File: src/rtl/seven_seg_pkg.sv
// rtl/seven_seg_pkg.sv - shared segment codes, blank code and scan FSM states
package seven_seg_pkg;

  // Segment codes {g,f,e,d,c,b,a}, identical to what the encoders drive
  localparam logic [6:0] SEG_0     = 7'b0111111;
  localparam logic [6:0] SEG_1     = 7'b0000110;
  localparam logic [6:0] SEG_2     = 7'b1011011;
  localparam logic [6:0] SEG_3     = 7'b1001111;
  localparam logic [6:0] SEG_4     = 7'b1100110;
  localparam logic [6:0] SEG_5     = 7'b1101101;
  localparam logic [6:0] SEG_6     = 7'b1111100;
  localparam logic [6:0] SEG_7     = 7'b0100111;
  localparam logic [6:0] SEG_8     = 7'b1111111;
  localparam logic [6:0] SEG_9     = 7'b1100111;
  localparam logic [6:0] SEG_BLANK = 7'b0000000;

  localparam logic [3:0] BCD_BLANK = 4'hF;

  typedef enum logic [1:0] {
    ST_WAIT,
    ST_SETTLE,
    ST_HELD
  } scan_state_t;

endpackage

File: src/rtl/seven_seg_pattern_decode.sv
// rtl/seven_seg_pattern_decode.sv - segment pattern to BCD/blank/illegal lookup
module seven_seg_pattern_decode
  import seven_seg_pkg::*;
(
  input  logic [6:0] seg,
  output logic [3:0] bcd,
  output logic       blank,
  output logic       illegal
);

  // Exact-match lookup; anything that is not a digit or blank is illegal
  always_comb begin
    bcd     = 4'h0;
    blank   = 1'b0;
    illegal = 1'b0;
    case (seg)
      SEG_0:     bcd = 4'd0;
      SEG_1:     bcd = 4'd1;
      SEG_2:     bcd = 4'd2;
      SEG_3:     bcd = 4'd3;
      SEG_4:     bcd = 4'd4;
      SEG_5:     bcd = 4'd5;
      SEG_6:     bcd = 4'd6;
      SEG_7:     bcd = 4'd7;
      SEG_8:     bcd = 4'd8;
      SEG_9:     bcd = 4'd9;
      SEG_BLANK: begin
        bcd   = BCD_BLANK;
        blank = 1'b1;
      end
      default:   illegal = 1'b1;
    endcase
  end

endmodule

File: src/rtl/seven_seg_scan_decoder.sv
// rtl/seven_seg_scan_decoder.sv - recovers BCD digits from a scanned 7-segment bus
module seven_seg_scan_decoder
  import seven_seg_pkg::*;
#(
  parameter int NUM_DIGITS   = 4,
  parameter int SETTLE_CYC   = 4,
  parameter int MATCH_FRAMES = 2,
  parameter int CNT_W        = 8
) (
  input  logic                    clk,
  input  logic                    rst,
  input  logic [6:0]              seg,
  input  logic [NUM_DIGITS-1:0]   an,
  output logic [4*NUM_DIGITS-1:0] bcd_out,
  output logic [NUM_DIGITS-1:0]   blank_mask,
  output logic                    valid,
  output logic                    err
);

  localparam logic [CNT_W-1:0] SETTLE_LAST = CNT_W'(SETTLE_CYC - 1);
  localparam logic [CNT_W-1:0] SETTLE_LIM  = CNT_W'(SETTLE_CYC);
  localparam logic [CNT_W-1:0] MATCH_LIM   = CNT_W'(MATCH_FRAMES);
  localparam int CNT_NEED = (SETTLE_CYC > MATCH_FRAMES) ? SETTLE_CYC : MATCH_FRAMES;
  localparam bit CNT_FITS = (CNT_W >= 31) || (CNT_NEED < (1 << CNT_W));

  scan_state_t             state;
  logic [CNT_W-1:0]        settle_cnt;
  logic [CNT_W-1:0]        match_cnt;
  logic [CNT_W-1:0]        match_next;
  logic [NUM_DIGITS-1:0]   an_q;
  logic [NUM_DIGITS-1:0]   mask;
  logic [NUM_DIGITS-1:0]   mask_next;
  logic                    frame_done;
  logic [4*NUM_DIGITS-1:0] frame_bcd;
  logic [NUM_DIGITS-1:0]   frame_blank;
  logic [NUM_DIGITS-1:0]   frame_ill;
  logic [4*NUM_DIGITS-1:0] prev_bcd;
  logic [NUM_DIGITS-1:0]   prev_blank;
  logic [3:0]              dec_bcd;
  logic                    dec_blank;
  logic                    dec_ill;
  logic                    an_onehot;
  logic                    stable;
  logic                    capture;
  logic                    frame_same;

  seven_seg_pattern_decode u_decode (
    .seg     (seg),
    .bcd     (dec_bcd),
    .blank   (dec_blank),
    .illegal (dec_ill)
  );

  // Qualify the digit enables, decide the capture cycle and the next match count
  always_comb begin
    an_onehot  = $onehot(an);
    stable     = an_onehot && (an == an_q);
    capture    = (state == ST_SETTLE) && stable && (settle_cnt >= SETTLE_LAST);
    // A frame evaluated this cycle clears the mask before the new capture bit lands
    mask_next  = (frame_done ? '0 : mask) | an;
    frame_same = (frame_bcd == prev_bcd) && (frame_blank == prev_blank);
    if (frame_same)
      match_next = (match_cnt >= MATCH_LIM) ? match_cnt : match_cnt + 1'b1;
    else
      match_next = CNT_W'(1);
  end

  // Scan FSM: wait for a one-hot enable, let it settle, capture once, hold
  always_ff @(posedge clk) begin
    if (rst) begin
      state      <= ST_WAIT;
      settle_cnt <= '0;
      an_q       <= '0;
    end else begin
      an_q <= an;
      case (state)
        ST_WAIT: begin
          settle_cnt <= '0;
          if (an_onehot) state <= ST_SETTLE;
        end
        ST_SETTLE: begin
          if (!stable) begin
            state      <= ST_WAIT;
            settle_cnt <= '0;
          end else if (capture) begin
            state      <= ST_HELD;
            settle_cnt <= SETTLE_LIM;
          end else begin
            settle_cnt <= settle_cnt + 1'b1;
          end
        end
        ST_HELD: begin
          if (an != an_q) begin
            state      <= ST_WAIT;
            settle_cnt <= '0;
          end
        end
        default: begin
          state      <= ST_WAIT;
          settle_cnt <= '0;
        end
      endcase
    end
  end

  // Frame buffers and capture mask; flags frame completion for the next cycle
  always_ff @(posedge clk) begin
    if (rst) begin
      mask        <= '0;
      frame_done  <= 1'b0;
      frame_bcd   <= '0;
      frame_blank <= '0;
      frame_ill   <= '0;
    end else begin
      frame_done <= capture && (mask_next == '1);
      if (capture) begin
        mask <= mask_next;
        for (int i = 0; i < NUM_DIGITS; i++) begin
          if (an[i]) begin
            frame_bcd[4*i +: 4] <= dec_bcd;
            frame_blank[i]      <= dec_blank;
            frame_ill[i]        <= dec_ill;
          end
        end
      end else if (frame_done) begin
        mask <= '0;
      end
    end
  end

  // Evaluate a completed frame: reject illegal ones, count repeats, publish
  always_ff @(posedge clk) begin
    if (rst) begin
      match_cnt  <= '0;
      prev_bcd   <= '0;
      prev_blank <= '0;
      bcd_out    <= '0;
      blank_mask <= '0;
      valid      <= 1'b0;
      err        <= 1'b0;
    end else begin
      valid <= 1'b0;
      err   <= 1'b0;
      if (frame_done) begin
        if (|frame_ill) begin
          err       <= 1'b1;
          match_cnt <= '0;
        end else begin
          match_cnt  <= match_next;
          prev_bcd   <= frame_bcd;
          prev_blank <= frame_blank;
          if (match_next >= MATCH_LIM) begin
            bcd_out    <= frame_bcd;
            blank_mask <= frame_blank;
            valid      <= 1'b1;
          end
        end
      end
    end
  end

  cnt_w_fits : assert property (@(posedge clk) CNT_FITS);

endmodule
File: config.mk
export PLATFORM = sky130hd
export DESIGN_NAME = seven_seg_scan_decoder
export DESIGN_NICKNAME = d
export VERILOG_FILES = /design/src/rtl/seven_seg_pkg.sv /design/src/rtl/seven_seg_pattern_decode.sv /design/src/rtl/seven_seg_scan_decoder.sv
export SDC_FILE = /design/constraint.sdc
export NUM_CORES = 1
export LEC_CHECK = 0
export CELL_PAD_IN_SITES_DETAIL_PLACEMENT = 1
export CELL_PAD_IN_SITES_GLOBAL_PLACEMENT = 1
export CORE_ASPECT_RATIO = 1.25
export CORE_MARGIN = 4
export CORE_UTILIZATION = 44
export CTS_CLUSTER_SIZE = 20
export DETAILED_ROUTE_END_ITERATION = 6
export PLACE_DENSITY_LB_ADDON = 0.1
export SLEW_MARGIN = 40
export SYNTH_ARGS = -nofsm -noshare
export SYNTH_HDL_FRONTEND = slang
export SYNTH_SLANG_ARGS = --single-unit
File: constraint.sdc
create_clock -name clk -period 4 [get_ports clk]
set_input_delay 0.8 -clock clk [delete_from_list [all_inputs] [get_ports clk]]
set_output_delay 0.8 -clock clk [all_outputs]
set_load 0.01 [all_outputs]
==> flow_metrics.env, run 1 <==
export IMPL_crit_path_max_fanout=5
export IMPL_synth_seq_area_share_pct=43.0
export IMPL_dieHeight_um=119
export IMPL_period_share_pct=90.3
export IMPL_syn_area_um2=4330
export IMPL_rows=40
export IMPL_synth_largest_area_cell="dfxtp_1"
export IMPL_finalHoldViolations=0
export IMPL_fmax_mhz=277
export IMPL_ios=35
export IMPL_grt_pass1_vias=3651
export IMPL_synth_edf_count=0
export IMPL_top_layer="met4"
export IMPL_nNetsFinal=527
export IMPL_initial_utilization_pct=45.0
export IMPL_required_ns=4.27
export IMPL_p_leak_uw=0.00200
export IMPL_final_common_cell="dfxtp_1"
export IMPL_slew_headroom_pct=52.7
export IMPL_dr_wl_met3_um=265
export IMPL_synth_ff_type="dfxtp_1"
export IMPL_peakVddDrop_mv=0.270
export IMPL_ys_ff_latch=93
export IMPL_yosysUniqueCellTypes=57
export IMPL_io_buffer_count=34
export IMPL_drtIter0Drc=113
export IMPL_path_class="in -> reg"
export IMPL_avgSynthCellArea_um2=8.85
export IMPL_numCtsBuffers=9
export IMPL_drc=0
export IMPL_fin_util_pct=52.5
export IMPL_cp_arrival_ns=3.89
export IMPL_slew_viol_final=0
export IMPL_hold_path_class="reg -> reg"
export IMPL_wire_per_inst_um=16.3
export IMPL_critPathCaptureType="register"
export IMPL_drive_above_1_share_pct=8.19
export IMPL_firstDrtPassIters=4
export IMPL_tightest_slew_ns=0.709
export IMPL_clock_latency_ns=0.34
export IMPL_htreeDepth=3
export IMPL_clockBufferDepth=2
export IMPL_synth_top_area_share_pct=43.0
export IMPL_cts_hold_buf=0
export IMPL_chipWidth_um=96.7
export IMPL_yosys_warnings=0
export IMPL_grt_max_degree=49
export IMPL_gr_total_overflow=0
export IMPL_grt_pass1_wl_um=17900
export IMPL_final_setup_tns_ns=0
export IMPL_area_growth_pct=16.7
export IMPL_finalClockSkew_ns=0.00463
export IMPL_antenna_found_initial=0
export IMPL_outcome="finished clean"
export IMPL_antennaDiodeCount=0
export IMPL_gp_congestion=0.838
export IMPL_drv_cap=0
export IMPL_synth_top_cells_by_area="dfxtp_1 (43%), a21oi_1 (6.9%), nand2_1 (5.5%)"
export IMPL_place_hpwl_um=7520
export IMPL_grtUsageTotal_pct=18.8
export IMPL_ctsResizeCount=0
export IMPL_p_per_area_nw_per_um2=387
export IMPL_clk_pin_slew_ns=0.06
export IMPL_rsz0062_at_grt="no"
export IMPL_wl_met2_um=5160
export IMPL_cts_root_buf="clkbuf_16"
export IMPL_setup_viol=0
export IMPL_cts_tree="yes"
export IMPL_design_die_area_um2=11500
export IMPL_ys_async_sr_fraction_pct=0
export IMPL_m1WireLength_um=4790
export IMPL_final_cell_mix="dfxtp_1 (93), nand2_1 (63), a21oi_1 (60), clkdlybuf4s50_1 (33), nor2_1 (26)"
export IMPL_ant_nets=0
export IMPL_vias_per_cell=5.57
export IMPL_fin_crit_ns=3.61
export IMPL_cts_sinks=93
export IMPL_syn_nets=508
export IMPL_drt_total_wl_um=10400
export IMPL_vias=3559
export IMPL_fp_coreArea_um2=9610
export IMPL_synth_cells=489
export IMPL_cp_start_kind="primary input"
export IMPL_postCtsSetupBuffers=0
[flip-flops by register name, indices dropped and copies added (netlist names)]
register     cells
an_q             4
bcd_out         16
blank_mask       4
err              1
frame_bcd       16
frame_blank      4
frame_done       1
frame_ill        4
mask             4
match_cnt        8
prev_bcd        16
prev_blank       4
settle_cnt       8
state            2
valid            1
[worst max-delay path, stage by stage]
cell             delay (ns)
clkdlybuf4s50_1        0.48
inv_1                  0.08
fa_1                   0.54
inv_1                  0.05
ha_1                   0.17
ha_1                   0.28
nor4b_2                0.32
and2_1                 0.44
a21oi_1                0.13
nor3_1                 0.42
nor2b_1                0.19
[area by class of cell]
class | count | area, um^2
inverters | 10 | 37.5
fillers | 1126 | 4560
multi-input cells | 348 | 2240
repair buffers | 46 | 425
clock inverters | 4 | 70.1
flip-flops and latches | 93 | 1860
well taps | 126 | 158
clock buffers | 12 | 256
[stage by stage]
stage | cell area [um^2] | worst slack [ns] | cells | total power (uW) | hold WS [ns]
CTS | 5040 | 0.390 | 639 | 1970 | 0.468
global placement | 4720 | 0.128 | 623 | 1040 | 0.442
finish | 5050 | 0.388 | 639 | 1950 | 0.463
global route | 5050 | 0.135 | 639 | 2020 | 0.481
floorplan | 4330 | 0.712 | 489 | 1020 | 0.430
detailed placement | 4720 | 0.0646 | 623 | 1040 | 0.448
[report_power, final]
part	switching [uW]	internal, uW
Sequential	1.94	929
Clock	347	580
Combinational	56.9	35.9
Total	406	1540
[kinds of logic (layout without fill, tap and decap cells)]
kind of cell | count (synthesis) | count (layout) | share of synthesized area [%]
buffers and inverters | 48 | 72 | 5.35
adders and majority gates | 6 | 6 | 1.91
DFF | 93 | 93 | 43.0
AOI/OAI and AO/OA | 112 | 112 | 16.2
xor gates and xnor gates | 29 | 29 | 5.87
muxes | 17 | 17 | 3.93
and+or+nand+nor | 184 | 184 | 23.7
[worst paths after layout]
check	startpoint	to	slack [ns]	cells after the start
worst max-delay path	an[0]	settle_cnt[6]	0.39	11
worst min-delay path	match_cnt[4]	match_cnt[4]	0.46	1
worst max register to register	frame_bcd[0]	match_cnt[0]	1.59	5
worst min register to register	match_cnt[4]	match_cnt[4]	0.46	1
[routing by layer]
layer,vias up,GRT usage (%)
met3,14,3.10
li1,1784,-
met1,1721,23.0
met2,40,32.6
met5,-,0
met4,0,7.73
[synthesized netlist by cell type, drive strengths merged (2+ instances only)]
| cell | n |
|---|---|
| nor2 | 26 |
| o22ai | 3 |
| xor2 | 21 |
| and3 | 4 |
| nand3b | 2 |
| nor2b | 5 |
| or3 | 6 |
| o21a | 5 |
| o31ai | 21 |
| o311a | 2 |
| nor3 | 10 |
| xnor2 | 8 |
| nand2 | 64 |
| nand3 | 3 |
| nand2b | 6 |
| a31o | 2 |
| clkbuf | 24 |
| o21ai | 3 |
| a311oi | 4 |
| and2 | 11 |
| buf | 14 |
| o211ai | 2 |
| and4 | 2 |
| mux2i | 17 |
| nor4 | 11 |
| inv | 10 |
| nand4 | 26 |
| a21oi | 60 |
| ha | 5 |
| a32oi | 2 |
| dfxtp | 93 |
Note: power is estimated with default switching activity, not from simulation.
==> inputs of run 2 (changes only) <==
CORE_UTILIZATION = 40   (was 44)
CTS_CLUSTER_SIZE = 24   (was 20)
clock period = 3.3 ns   (was 4 ns; I/O delays follow)
==> run 2 against run 1 <==
Global-route usage shrank 1.3 points. Final area grew 2.5%. Core utilization shrank 3.6 points. Combinational power grew 44%. Largest power group unchanged.
==> flow_metrics.env, run 2 (synthesis gave the netlist of run 1 again) <==
export IMPL_largestRegisters="bcd_out x16, frame_bcd x16, prev_bcd x16"
export IMPL_vias=3593
export IMPL_antenna_found_initial=0
export IMPL_p_per_area_nw_per_um2=441
export IMPL_fp_coreArea_um2=10600
export IMPL_hold_path_class="reg -> reg"
export IMPL_grt_pass1_wl_um=18100
export IMPL_regArea_um2=1860
export IMPL_slew_headroom_pct=51.5
export IMPL_dpl_cell_area_um2=4850
export IMPL_drive_above_1_share_pct=10.8
export IMPL_fin_area_um2=5170
export IMPL_clk_pin_slew_ns=0.06
export IMPL_drt_total_wl_um=10600
export IMPL_setup_viol=0
export IMPL_gr_total_overflow=0
export IMPL_rows=42
export IMPL_antennaDiodeCount=0
export IMPL_period_share_pct=95.5
export IMPL_firstDrtPassIters=4
export IMPL_chipWidth_um=101
export IMPL_peakVddDrop_mv=0.224
export IMPL_grt_pass1_vias=3751
export IMPL_final_cell_mix="dfxtp_1 (93), nand2_1 (63), a21oi_1 (59), clkdlybuf4s50_1 (33), nor2_1 (26)"
export IMPL_numCtsBuffers=9
export IMPL_area_growth_pct=19.5
export IMPL_outcome="finished clean"
export IMPL_holdWs_ns=0.468
export IMPL_multi_input_area_um2=2270
export IMPL_vias_per_cell=5.46
export IMPL_cts_root_buf="clkbuf_16"
export IMPL_crit_path_max_fanout=5
export IMPL_required_ns=3.56
export IMPL_ant_nets=0
export IMPL_initial_utilization_pct=41.0
export IMPL_cp_start_kind="primary input"
export IMPL_io_buffer_count=34
export IMPL_power_uw=2280
export IMPL_cp_arrival_ns=3.41
export IMPL_crit_start="an[0]"
export IMPL_final_setup_tns_ns=0
export IMPL_gp_congestion=0.823
export IMPL_nNetsFinal=540
export IMPL_slew_viol_final=0
export IMPL_design_die_area_um2=12600
export IMPL_clockBufferDepth=2
export IMPL_hold_start="prev_bcd[11]"
export IMPL_clock_latency_ns=0.33
export IMPL_dieHeight_um=124
export IMPL_fillers=1245
export IMPL_finalWorstSetupSlack_ns=0.148
export IMPL_cts_hold_buf=0
export IMPL_p_leak_uw=0.00206
export IMPL_cts_tree="yes"
export IMPL_wire_per_inst_um=16.2
export IMPL_htreeDepth=3
export IMPL_fin_crit_ns=3.15
export IMPL_finalClockSkew_ns=0.00591
export IMPL_grt_max_degree=71
export IMPL_drv_cap=0
export IMPL_final_common_cell="dfxtp_1"
export IMPL_critPathCaptureType="register"
export IMPL_drtIter0Drc=115
export IMPL_dp_slack_ns=-0.280
export IMPL_place_hpwl_um=7800
export IMPL_finalHoldViolations=0
export IMPL_regToRegStartpoint="frame_ill[3]"
export IMPL_path_class="in -> reg"
export IMPL_ios=35
export IMPL_postCtsSetupBuffers=0
export IMPL_fmax_mhz=317
export IMPL_grtUsageTotal_pct=17.4
export IMPL_drc=0
export IMPL_tightest_slew_ns=0.726
export IMPL_cts_sinks=93
run 2: area by class of cell:
| type | count | area share, % |
|---|---|---|
| multi-input cells | 348 | 43.8 |
| flip-flops and latches | 93 | 36.0 |
| repair buffers | 59 | 10.6 |
| clock buffers | 12 | 4.77 |
| well taps | 132 | 3.19 |
| clock inverters | 4 | 0.919 |
| inverters | 10 | 0.726 |
run 2: path summary, 6_finish.rpt:
check | to | slack [ns] | cells after the start
max reg2reg | blank_mask[2] | 1.03 | 6
min | prev_bcd[11] | 0.47 | 2
min reg2reg | prev_bcd[11] | 0.47 | 2
max | frame_ill[0] | 0.15 | 12
run 2: stage by stage:
| step | instances | util [%] |
|---|---|---|
| 6_report | 658 | 49.0 |
| 5_1_grt | 658 | 49.0 |
| 4_1_cts | 658 | 48.7 |
| 3_5_place_dp | 642 | 45.9 |
| 3_3_place_gp | 642 | 45.9 |
| 2_1_floorplan | 489 | - |
run 2: per-layer routing:
layer	up-vias	routed length, um	GRT usage [%]
met2	40	5370	29.8
li1	1811	-	-
met5	-	0	0
met3	10	288	2.91
met4	0	132	4.85
met1	1732	4840	22.4
run 2: report_power, final:
group	leakage (uW)	internal, uW	switching (uW)	total [uW]
Sequential	0.000750	1130	2.45	1130
Clock	0.000143	606	414	1020
Combinational	0.00117	59.6	74.2	134
Total	0.00206	1790	490	2280
run 2: worst max-delay path, stage by stage:
cell and delay [ns]:
clkdlybuf4s50_1 0.47, inv_1 0.08, fa_1 0.55, inv_1 0.05, ha_1 0.21, ha_4 0.23
nor4b_4 0.22, and2_4 0.19, buf_12 0.12, nand4_4 0.09, or3_1 0.39, a21oi_2 0.14
run 2: timing repair:
| item | in CTS | in global routing |
|---|---|---|
| setup endpoints to repair | 0 | 20 |
| endpoints found under the hold margin | 0 | 0 |
| gates resized for setup | 0 | 4 |
